[config.mk]
export PLATFORM = sky130hd
export DESIGN_NAME = bp_table_ctrl_flat
export DESIGN_NICKNAME = d
export VERILOG_FILES = /design/src/rtl/bp_table_if.sv /design/src/rtl/bp_table_ctrl.sv /design/src/flat_wrapper.sv
export SDC_FILE = /design/constraint.sdc
export NUM_CORES = 1
export LEC_CHECK = 0
export CORE_MARGIN = 2
export CORE_UTILIZATION = 55
export DETAILED_ROUTE_END_ITERATION = 6
export PLACE_DENSITY = 0.78
export SLEW_MARGIN = 20
export SYNTH_ARGS = -nofsm -noshare
export SYNTH_HDL_FRONTEND = slang
export SYNTH_SLANG_ARGS = --single-unit
[constraint.sdc]
create_clock -name clk -period 4.4 [get_ports clk]
set_clock_uncertainty 0.05 [all_clocks]
set_input_delay 1.32 -clock clk [delete_from_list [all_inputs] [get_ports clk]]
set_output_delay 1.32 -clock clk [all_outputs]
set_load 0.02 [all_outputs]
[src/rtl/bp_table_if.sv]
// Update and table-write bundle between EX, the branch-predictor tables and bp_table_ctrl.
// master is the controller side; slave is the pipeline/table side.
interface bp_table_if #(
  parameter int unsigned IDX_W = 8,
  parameter int unsigned PC_W  = 32,
  parameter int unsigned PHT_W = 2
);
  localparam int unsigned TAG_W = PC_W - IDX_W - 2;

  logic             clr_req;
  logic             upd_valid;
  logic [PC_W-1:0]  upd_pc;
  logic             upd_taken;
  logic [PC_W-1:0]  upd_target;
  logic [PHT_W-1:0] upd_state;
  logic             upd_ready;
  logic             bp_ready;
  logic             pht_we;
  logic             btb_we;
  logic [IDX_W-1:0] tbl_widx;
  logic [PHT_W-1:0] pht_wstate;
  logic             btb_wvalid;
  logic [TAG_W-1:0] btb_wtag;
  logic [PC_W-1:0]  btb_wtarget;

  modport master (
    input  clr_req, upd_valid, upd_pc, upd_taken, upd_target, upd_state,
    output upd_ready, bp_ready, pht_we, btb_we, tbl_widx, pht_wstate,
           btb_wvalid, btb_wtag, btb_wtarget
  );

  modport slave (
    output clr_req, upd_valid, upd_pc, upd_taken, upd_target, upd_state,
    input  upd_ready, bp_ready, pht_we, btb_we, tbl_widx, pht_wstate,
           btb_wvalid, btb_wtag, btb_wtarget
  );
endinterface

[src/rtl/bp_table_ctrl.sv]
// Write-port controller for the PHT/BTB: initialisation sweep after reset/clear,
// then in-order retirement of queued resolved-branch updates, one per cycle.
module bp_table_ctrl #(
  parameter int unsigned IDX_W  = 8,
  parameter int unsigned PC_W   = 32,
  parameter int unsigned PHT_W  = 2,
  parameter int unsigned QDEPTH = 4
) (
  input  logic       clk,
  input  logic       reset,
  bp_table_if.master bus
);
  localparam int unsigned TAG_W = PC_W - IDX_W - 2;
  localparam int unsigned NENT  = 1 << IDX_W;
  localparam int unsigned PTR_W = $clog2(QDEPTH);
  localparam int unsigned CNT_W = PTR_W + 1;

  typedef enum logic [0:0] {INIT, RUN} state_t;

  typedef struct packed {
    logic [PC_W-1:0]  pc;
    logic             taken;
    logic [PC_W-1:0]  target;
    logic [PHT_W-1:0] state;
  } upd_t;

  state_t           state;
  logic [IDX_W-1:0] cnt;
  upd_t             q_mem [QDEPTH];
  logic [PTR_W-1:0] rd_ptr, wr_ptr;
  logic [CNT_W-1:0] count;
  upd_t             head;
  logic             push, pop, last_sweep;

  logic             n_pht_we, n_btb_we, n_btb_wvalid;
  logic [IDX_W-1:0] n_widx;
  logic [PHT_W-1:0] n_pht_wstate;
  logic [TAG_W-1:0] n_btb_wtag;
  logic [PC_W-1:0]  n_btb_wtarget;
  logic             unused_pc_lsb;

  function automatic logic [PHT_W-1:0] pht_next(input logic [PHT_W-1:0] s, input logic t);
    if (t) return (&s) ? s : s + PHT_W'(1);
    else   return (s == '0) ? s : s - PHT_W'(1);
  endfunction

  // Back-pressure comes from the registered count; a clear drops whatever is offered.
  assign bus.upd_ready = !bus.clr_req && (count != CNT_W'(QDEPTH));
  assign push          = bus.upd_valid && bus.upd_ready;
  assign last_sweep    = (state == INIT) && (cnt == IDX_W'(NENT - 1));
  assign pop           = !bus.clr_req && (count != '0) && ((state == RUN) || last_sweep);
  assign head          = q_mem[rd_ptr];
  assign unused_pc_lsb = ^{bus.upd_pc[1:0], head.pc[1:0]};

  // Next write-port contents; outputs below are the registered copy.
  always_comb begin
    n_pht_we      = 1'b0;
    n_btb_we      = 1'b0;
    n_btb_wvalid  = 1'b0;
    n_widx        = '0;
    n_pht_wstate  = '0;
    n_btb_wtag    = '0;
    n_btb_wtarget = '0;
    if (reset || bus.clr_req || ((state == INIT) && !last_sweep)) begin
      n_pht_we     = 1'b1;
      n_btb_we     = 1'b1;
      n_pht_wstate = PHT_W'(1);
      n_widx       = (reset || bus.clr_req) ? '0 : cnt + IDX_W'(1);
    end else if (pop) begin
      n_pht_we     = 1'b1;
      n_widx       = head.pc[IDX_W+1:2];
      n_pht_wstate = pht_next(head.state, head.taken);
      if (head.taken) begin
        n_btb_we      = 1'b1;
        n_btb_wvalid  = 1'b1;
        n_btb_wtag    = head.pc[PC_W-1:IDX_W+2];
        n_btb_wtarget = head.target;
      end
    end
  end

  // Queue storage carries no reset; validity is tracked by the pointers.
  always_ff @(posedge clk) begin
    if (push && !reset)
      q_mem[wr_ptr] <= '{pc: bus.upd_pc, taken: bus.upd_taken,
                         target: bus.upd_target, state: bus.upd_state};
  end

  always_ff @(posedge clk) begin
    if (reset) begin
      state        <= INIT;
      cnt          <= '0;
      rd_ptr       <= '0;
      wr_ptr       <= '0;
      count        <= '0;
      bus.bp_ready <= 1'b0;
    end else if (bus.clr_req) begin
      state        <= INIT;
      cnt          <= '0;
      rd_ptr       <= '0;
      wr_ptr       <= '0;
      count        <= '0;
      bus.bp_ready <= 1'b0;
    end else begin
      if (push) wr_ptr <= wr_ptr + PTR_W'(1);
      if (pop)  rd_ptr <= rd_ptr + PTR_W'(1);
      case ({push, pop})
        2'b10:   count <= count + CNT_W'(1);
        2'b01:   count <= count - CNT_W'(1);
        default: count <= count;
      endcase
      case (state)
        INIT: begin
          if (last_sweep) begin
            state        <= RUN;
            bus.bp_ready <= 1'b1;
          end else begin
            cnt <= cnt + IDX_W'(1);
          end
        end
        RUN:     state <= RUN;
        default: state <= INIT;
      endcase
    end
  end

  always_ff @(posedge clk) begin
    bus.pht_we      <= n_pht_we;
    bus.btb_we      <= n_btb_we;
    bus.tbl_widx    <= n_widx;
    bus.pht_wstate  <= n_pht_wstate;
    bus.btb_wvalid  <= n_btb_wvalid;
    bus.btb_wtag    <= n_btb_wtag;
    bus.btb_wtarget <= n_btb_wtarget;
  end
endmodule

[src/flat_wrapper.sv]
// flat-port wrapper written by rule: the top's interface ports become plain ports
module bp_table_ctrl_flat 
#(
  parameter int unsigned IDX_W  = 8,
  parameter int unsigned PC_W   = 32,
  parameter int unsigned PHT_W  = 2,
  parameter int unsigned QDEPTH = 4
)
  (clk, reset, bus_clr_req, bus_upd_valid, bus_upd_pc, bus_upd_taken, bus_upd_target, bus_upd_state, bus_upd_ready, bus_bp_ready, bus_pht_we, bus_btb_we, bus_tbl_widx, bus_pht_wstate, bus_btb_wvalid, bus_btb_wtag, bus_btb_wtarget);
  bp_table_if #(.IDX_W(IDX_W), .PC_W(PC_W), .PHT_W(PHT_W)) bus_i ();
  input  logic clk;
  input  logic reset;
  input wire logic [$bits(bus_i.clr_req)-1:0] bus_clr_req;
  input wire logic [$bits(bus_i.upd_valid)-1:0] bus_upd_valid;
  input wire logic [$bits(bus_i.upd_pc)-1:0] bus_upd_pc;
  input wire logic [$bits(bus_i.upd_taken)-1:0] bus_upd_taken;
  input wire logic [$bits(bus_i.upd_target)-1:0] bus_upd_target;
  input wire logic [$bits(bus_i.upd_state)-1:0] bus_upd_state;
  output wire logic [$bits(bus_i.upd_ready)-1:0] bus_upd_ready;
  output wire logic [$bits(bus_i.bp_ready)-1:0] bus_bp_ready;
  output wire logic [$bits(bus_i.pht_we)-1:0] bus_pht_we;
  output wire logic [$bits(bus_i.btb_we)-1:0] bus_btb_we;
  output wire logic [$bits(bus_i.tbl_widx)-1:0] bus_tbl_widx;
  output wire logic [$bits(bus_i.pht_wstate)-1:0] bus_pht_wstate;
  output wire logic [$bits(bus_i.btb_wvalid)-1:0] bus_btb_wvalid;
  output wire logic [$bits(bus_i.btb_wtag)-1:0] bus_btb_wtag;
  output wire logic [$bits(bus_i.btb_wtarget)-1:0] bus_btb_wtarget;
  assign bus_i.clr_req = bus_clr_req;
  assign bus_i.upd_valid = bus_upd_valid;
  assign bus_i.upd_pc = bus_upd_pc;
  assign bus_i.upd_taken = bus_upd_taken;
  assign bus_i.upd_target = bus_upd_target;
  assign bus_i.upd_state = bus_upd_state;
  assign bus_upd_ready = bus_i.upd_ready;
  assign bus_bp_ready = bus_i.bp_ready;
  assign bus_pht_we = bus_i.pht_we;
  assign bus_btb_we = bus_i.btb_we;
  assign bus_tbl_widx = bus_i.tbl_widx;
  assign bus_pht_wstate = bus_i.pht_wstate;
  assign bus_btb_wvalid = bus_i.btb_wvalid;
  assign bus_btb_wtag = bus_i.btb_wtag;
  assign bus_btb_wtarget = bus_i.btb_wtarget;
  bp_table_ctrl #(.IDX_W(IDX_W), .PC_W(PC_W), .PHT_W(PHT_W), .QDEPTH(QDEPTH)) u_core (.clk(clk), .reset(reset), .bus(bus_i));
endmodule
==> results.py <==
metrics = {
    "drt": {
        "ant_nets": 0,
        "detail_route.iter0.violations": 341,
        "vias": 6074,
        "first_pass_iters": 4,
        "drt-total-wl_um": 22870,
        "vias_per_cell": 5.557,
        "routedWlPerCell_um": 20.93,
        "drc": 0,
    },
    "worst_setup_path": {
        "r2r_cells": 10,
        "cp-end-kind": "output pin",
        "cp_max_fo": 6,
        "crit_top_cell": "clkdlybuf4s50_1",
        "crit_chain": "clkdlybuf4s50_1, a21oi_1, clkdlybuf4s50_1",
        "worst-path-stages": 3,
        "cp_slowest_cell": "clkdlybuf4s50_1",
        "arrival_ns": 2.62,
        "slowest_delay_ns": 0.62,
        "worstSetupPathType": "in -> out",
        "required_ns": 3.03,
        "worst_setup_path_start_kind": "input pin",
        "rrSetupSlack_ns": 1.16,
        "r2r_start": "u_core.cnt[0]",
        "rr_endpoint": "u_core.count[2]",
        "path_buf_inv": 2,
        "crit_family": "buffers and inverters",
    },
    "cts": {
        "cts_setup_buffers": 0,
        "cts_htree_levels": 2,
        "cts_buffer_depth": 3,
        "clk_pin_slew_worst_paths_ns": 0.06,
        "cts.sinks": 346,
        "tritoncts": "done",
        "ctsHoldBuffers": 0,
        "clock_latency_ns": 0.51,
        "cts_resized": 0,
        "cts_buffers": 36,
        "root_buffer": "clkbuf_16",
    },
    "synth": {
        "syn_area_sq_um": 12320,
        "synth_ff_type": "edfxtp_1",
        "ys_ff_latch": 346,
        "synth.net_count": 698,
        "yosys_warnings": 0,
        "synth-seq-area-share_pct": 77.34,
        "synth.area.top_cells": "edfxtp_1 63%, dfxtp_1 14%, mux4_2 12%",
        "synth_edf_count": 260,
        "yosysTopAreaCellShare_pct": 63.36,
        "synthesis.instances": 620,
        "yosysTopAreaCell": "edfxtp_1",
        "netlist-cell-type-count": 38,
        "async_flop_share_pct": 0,
        "syn_avg_cell_area_sq_um": 19.87,
    },
    "global_route": {
        "overflow": 0,
        "grt_use_total_pct": 19.57,
        "grt_max_degree": 65,
        "antenna_found_initial": 2,
        "grt_pass1_vias": 6445,
        "grt_pass1_wl_um": 35670,
    },
    "place": {
        "place_congestion": 0.7773,
        "place_inst": 1026,
        "hpwl_um": 13420,
        "postPlaceCellArea_sq_um": 14080,
        "numPortBuffers": 137,
    },
    "sta": {
        "tightest_slew_ns": 1.053,
        "period_share_pct": 90.70,
        "slew-limit-headroom_pct": 29.47,
        "max_freq_mhz": 250.6,
        "setup_tns_ns": 0,
        "rsz0062_at_grt": "false",
        "slew_viol_final": 0,
        "hold_viol": 0,
        "finalSetupViolCount": 0,
        "fin_crit_ns": 3.991,
    },
    "cells_and_area": {
        "fin_area_sq_um": 15270,
        "drive_gt1_share_pct": 21.06,
        "final_cell_count_no_fill": 1093,
        "syn_to_final_growth_pct": 23.95,
        "utilization_pct": 69.77,
        "final_nets": 862,
    },
    "job": {
        "drv_cap": 0,
    },
    "min_path": {
        "whs_endpoint": "u_core.bus.bp_ready",
        "min_from": "u_core.bus.bp_ready",
        "min_path_cells": 2,
        "hp-class": "reg -> reg",
    },
    "run_status": {
        "status": "finished, final reports clean",
    },
    "power_and_ir_drop": {
        "p_per_area_nw_per_um2": 437.3,
        "p_leak_nw": 4.908,
        "vdd_drop_max_mv": 0.2745,
    },
    "floorplanning": {
        "fp.dieArea_sq_um": 23620,
        "ios": 140,
        "die_h_um": 153.7,
        "chipWidth_um": 153.7,
        "design.core.area_sq_um": 21890,
        "start_util_pct": 56.29,
        "row_count": 54,
    },
}
[final cells by class]
class	count	area, sq um
Sequential cell	346	9537
Fill cell	1397	6618
Multi-Input combinational cell	235	2600
Timing Repair Buffer	152	1546
Clock buffer	44	982.2
Tap cell	280	350.3
Clock inverter	22	206.4
Inverter	13	48.80
Antenna cell	1	2.502
[per-stage QoR]
step	power (W)	setup WS (ns)	hold WS (ns)
2_1_floorplan	0.003654	0.3982	0.4169
5_1_grt	0.006884	0.3469	0.5086
3_3_place_gp	0.003746	0.4357	0.4151
3_5_place_dp	0.003758	0.4042	0.4485
4_1_cts	0.006732	0.4161	0.4668
6_report	0.006679	0.4090	0.4523
[layout by cell type (no fill, tap or decap), types with 9 or more instances in the layout]
| cell | Yosys | layout |
|---|---|---|
| nor2b_1 | 32 | 32 |
| dfxtp_1 | 86 | 84 |
| clkdlybuf4s50_1 | 0 | 137 |
| nor2_1 | 13 | 13 |
| nor2b_2 | 22 | 22 |
| clkbuf_16 | 0 | 37 |
| edfxtp_1 | 260 | 260 |
| inv_1 | 13 | 13 |
| nand2_1 | 12 | 12 |
| nand3_1 | 9 | 9 |
| o21ai_0 | 9 | 9 |
| buf_4 | 2 | 10 |
| a21oi_1 | 18 | 18 |
| clkinv_1 | 0 | 9 |
| mux4_2 | 65 | 65 |
[flip-flops by register name, summed over array words and instances, names as in the netlist, named ones only]
register	count
u_core.bus.tbl_widx	8
u_core.state	1
u_core.bus.bp_ready	1
u_core.bus.pht_wstate	2
u_core.wr_ptr	2
u_core.rd_ptr	2
u_core.bus.btb_wtarget	32
u_core.bus.btb_we	1
u_core.bus.pht_we	1
u_core.bus.btb_wtag	22
u_core.bus.btb_wvalid	1
u_core.count	3
u_core.cnt	8
u_core.q_mem	260
[logic make-up (layout without fill, tap and decap cells)]
logic type               count (synthesis)  count (layout)  share of synthesized area, %
multiplexers                            65              65                         11.88
adder cells (fa/ha/maj)                  9               9                        0.9545
other                                    0               1                             0
buffers and inverters                   39             231                         1.716
XOR/XNOR                                 9               9                        0.6398
AO/OA/AOI/OAI                           38              38                         1.838
AND/OR/NAND/NOR                        114             114                         5.636
flip-flops                             346             346                         77.34
[layer usage]
metal | vias up | GRT usage [%] | share of wire [%]
met5 | - | 0 | 0.057
met2 | 210 | 32.44 | 49
met3 | 37 | 5.017 | 6.4
met1 | 3083 | 26.36 | 42
li1 | 2742 | - | -
met4 | 2 | 4.980 | 2.0
[cell usage after synthesis, drive strengths merged, types with 2 or more instances]
| cell | n |
|---|---|
| a31oi | 2 |
| and2 | 6 |
| mux4 | 65 |
| nand3 | 9 |
| and3 | 2 |
| clkbuf | 8 |
| a21oi | 18 |
| ha | 6 |
| nor3 | 5 |
| o21ai | 10 |
| nand4 | 3 |
| buf | 18 |
| or2 | 3 |
| a31o | 3 |
| inv | 13 |
| edfxtp | 260 |
| or3 | 5 |
| nor2 | 14 |
| nand2 | 12 |
| maj3 | 2 |
| xnor2 | 6 |
| nor2b | 54 |
| xor2 | 3 |
| dfxtp | 86 |
[worst max-delay path by stage]
| stage | from | end | slack, ns |
|---|---|---|---|
| 5_1_grt | bus_clr_req | bus_upd_ready | 0.35 |
| 2_1_floorplan | bus_upd_valid | u_core.q_mem[0][0] | 0.40 |
| 3_3_place_gp | bus_clr_req | bus_upd_ready | 0.44 |
| 4_1_cts | bus_clr_req | bus_upd_ready | 0.42 |
| 6_report | bus_clr_req | bus_upd_ready | 0.41 |
| 3_5_place_dp | bus_clr_req | u_core.q_mem[3][42] | 0.40 |
[where the power goes]
part           total (W)  internal [W]  switching, W
Sequential       0.00354       0.00353    0.00000776
Combinational   0.000151     0.0000844     0.0000666
Clock            0.00299       0.00182       0.00117
[worst register-to-register path, stage by stage (launching register included)]
cell,delay (ns)
dfxtp_1,0.42
ha_1,0.27
and3_1,0.33
a31oi_1,0.41
nor2_1,0.37
ha_1,0.24
inv_1,0.06
fa_1,0.38
xor2_1,0.16
or3_1,0.31
a21oi_1,0.15
No activity file was read; power rests on OpenSTA's default activity.
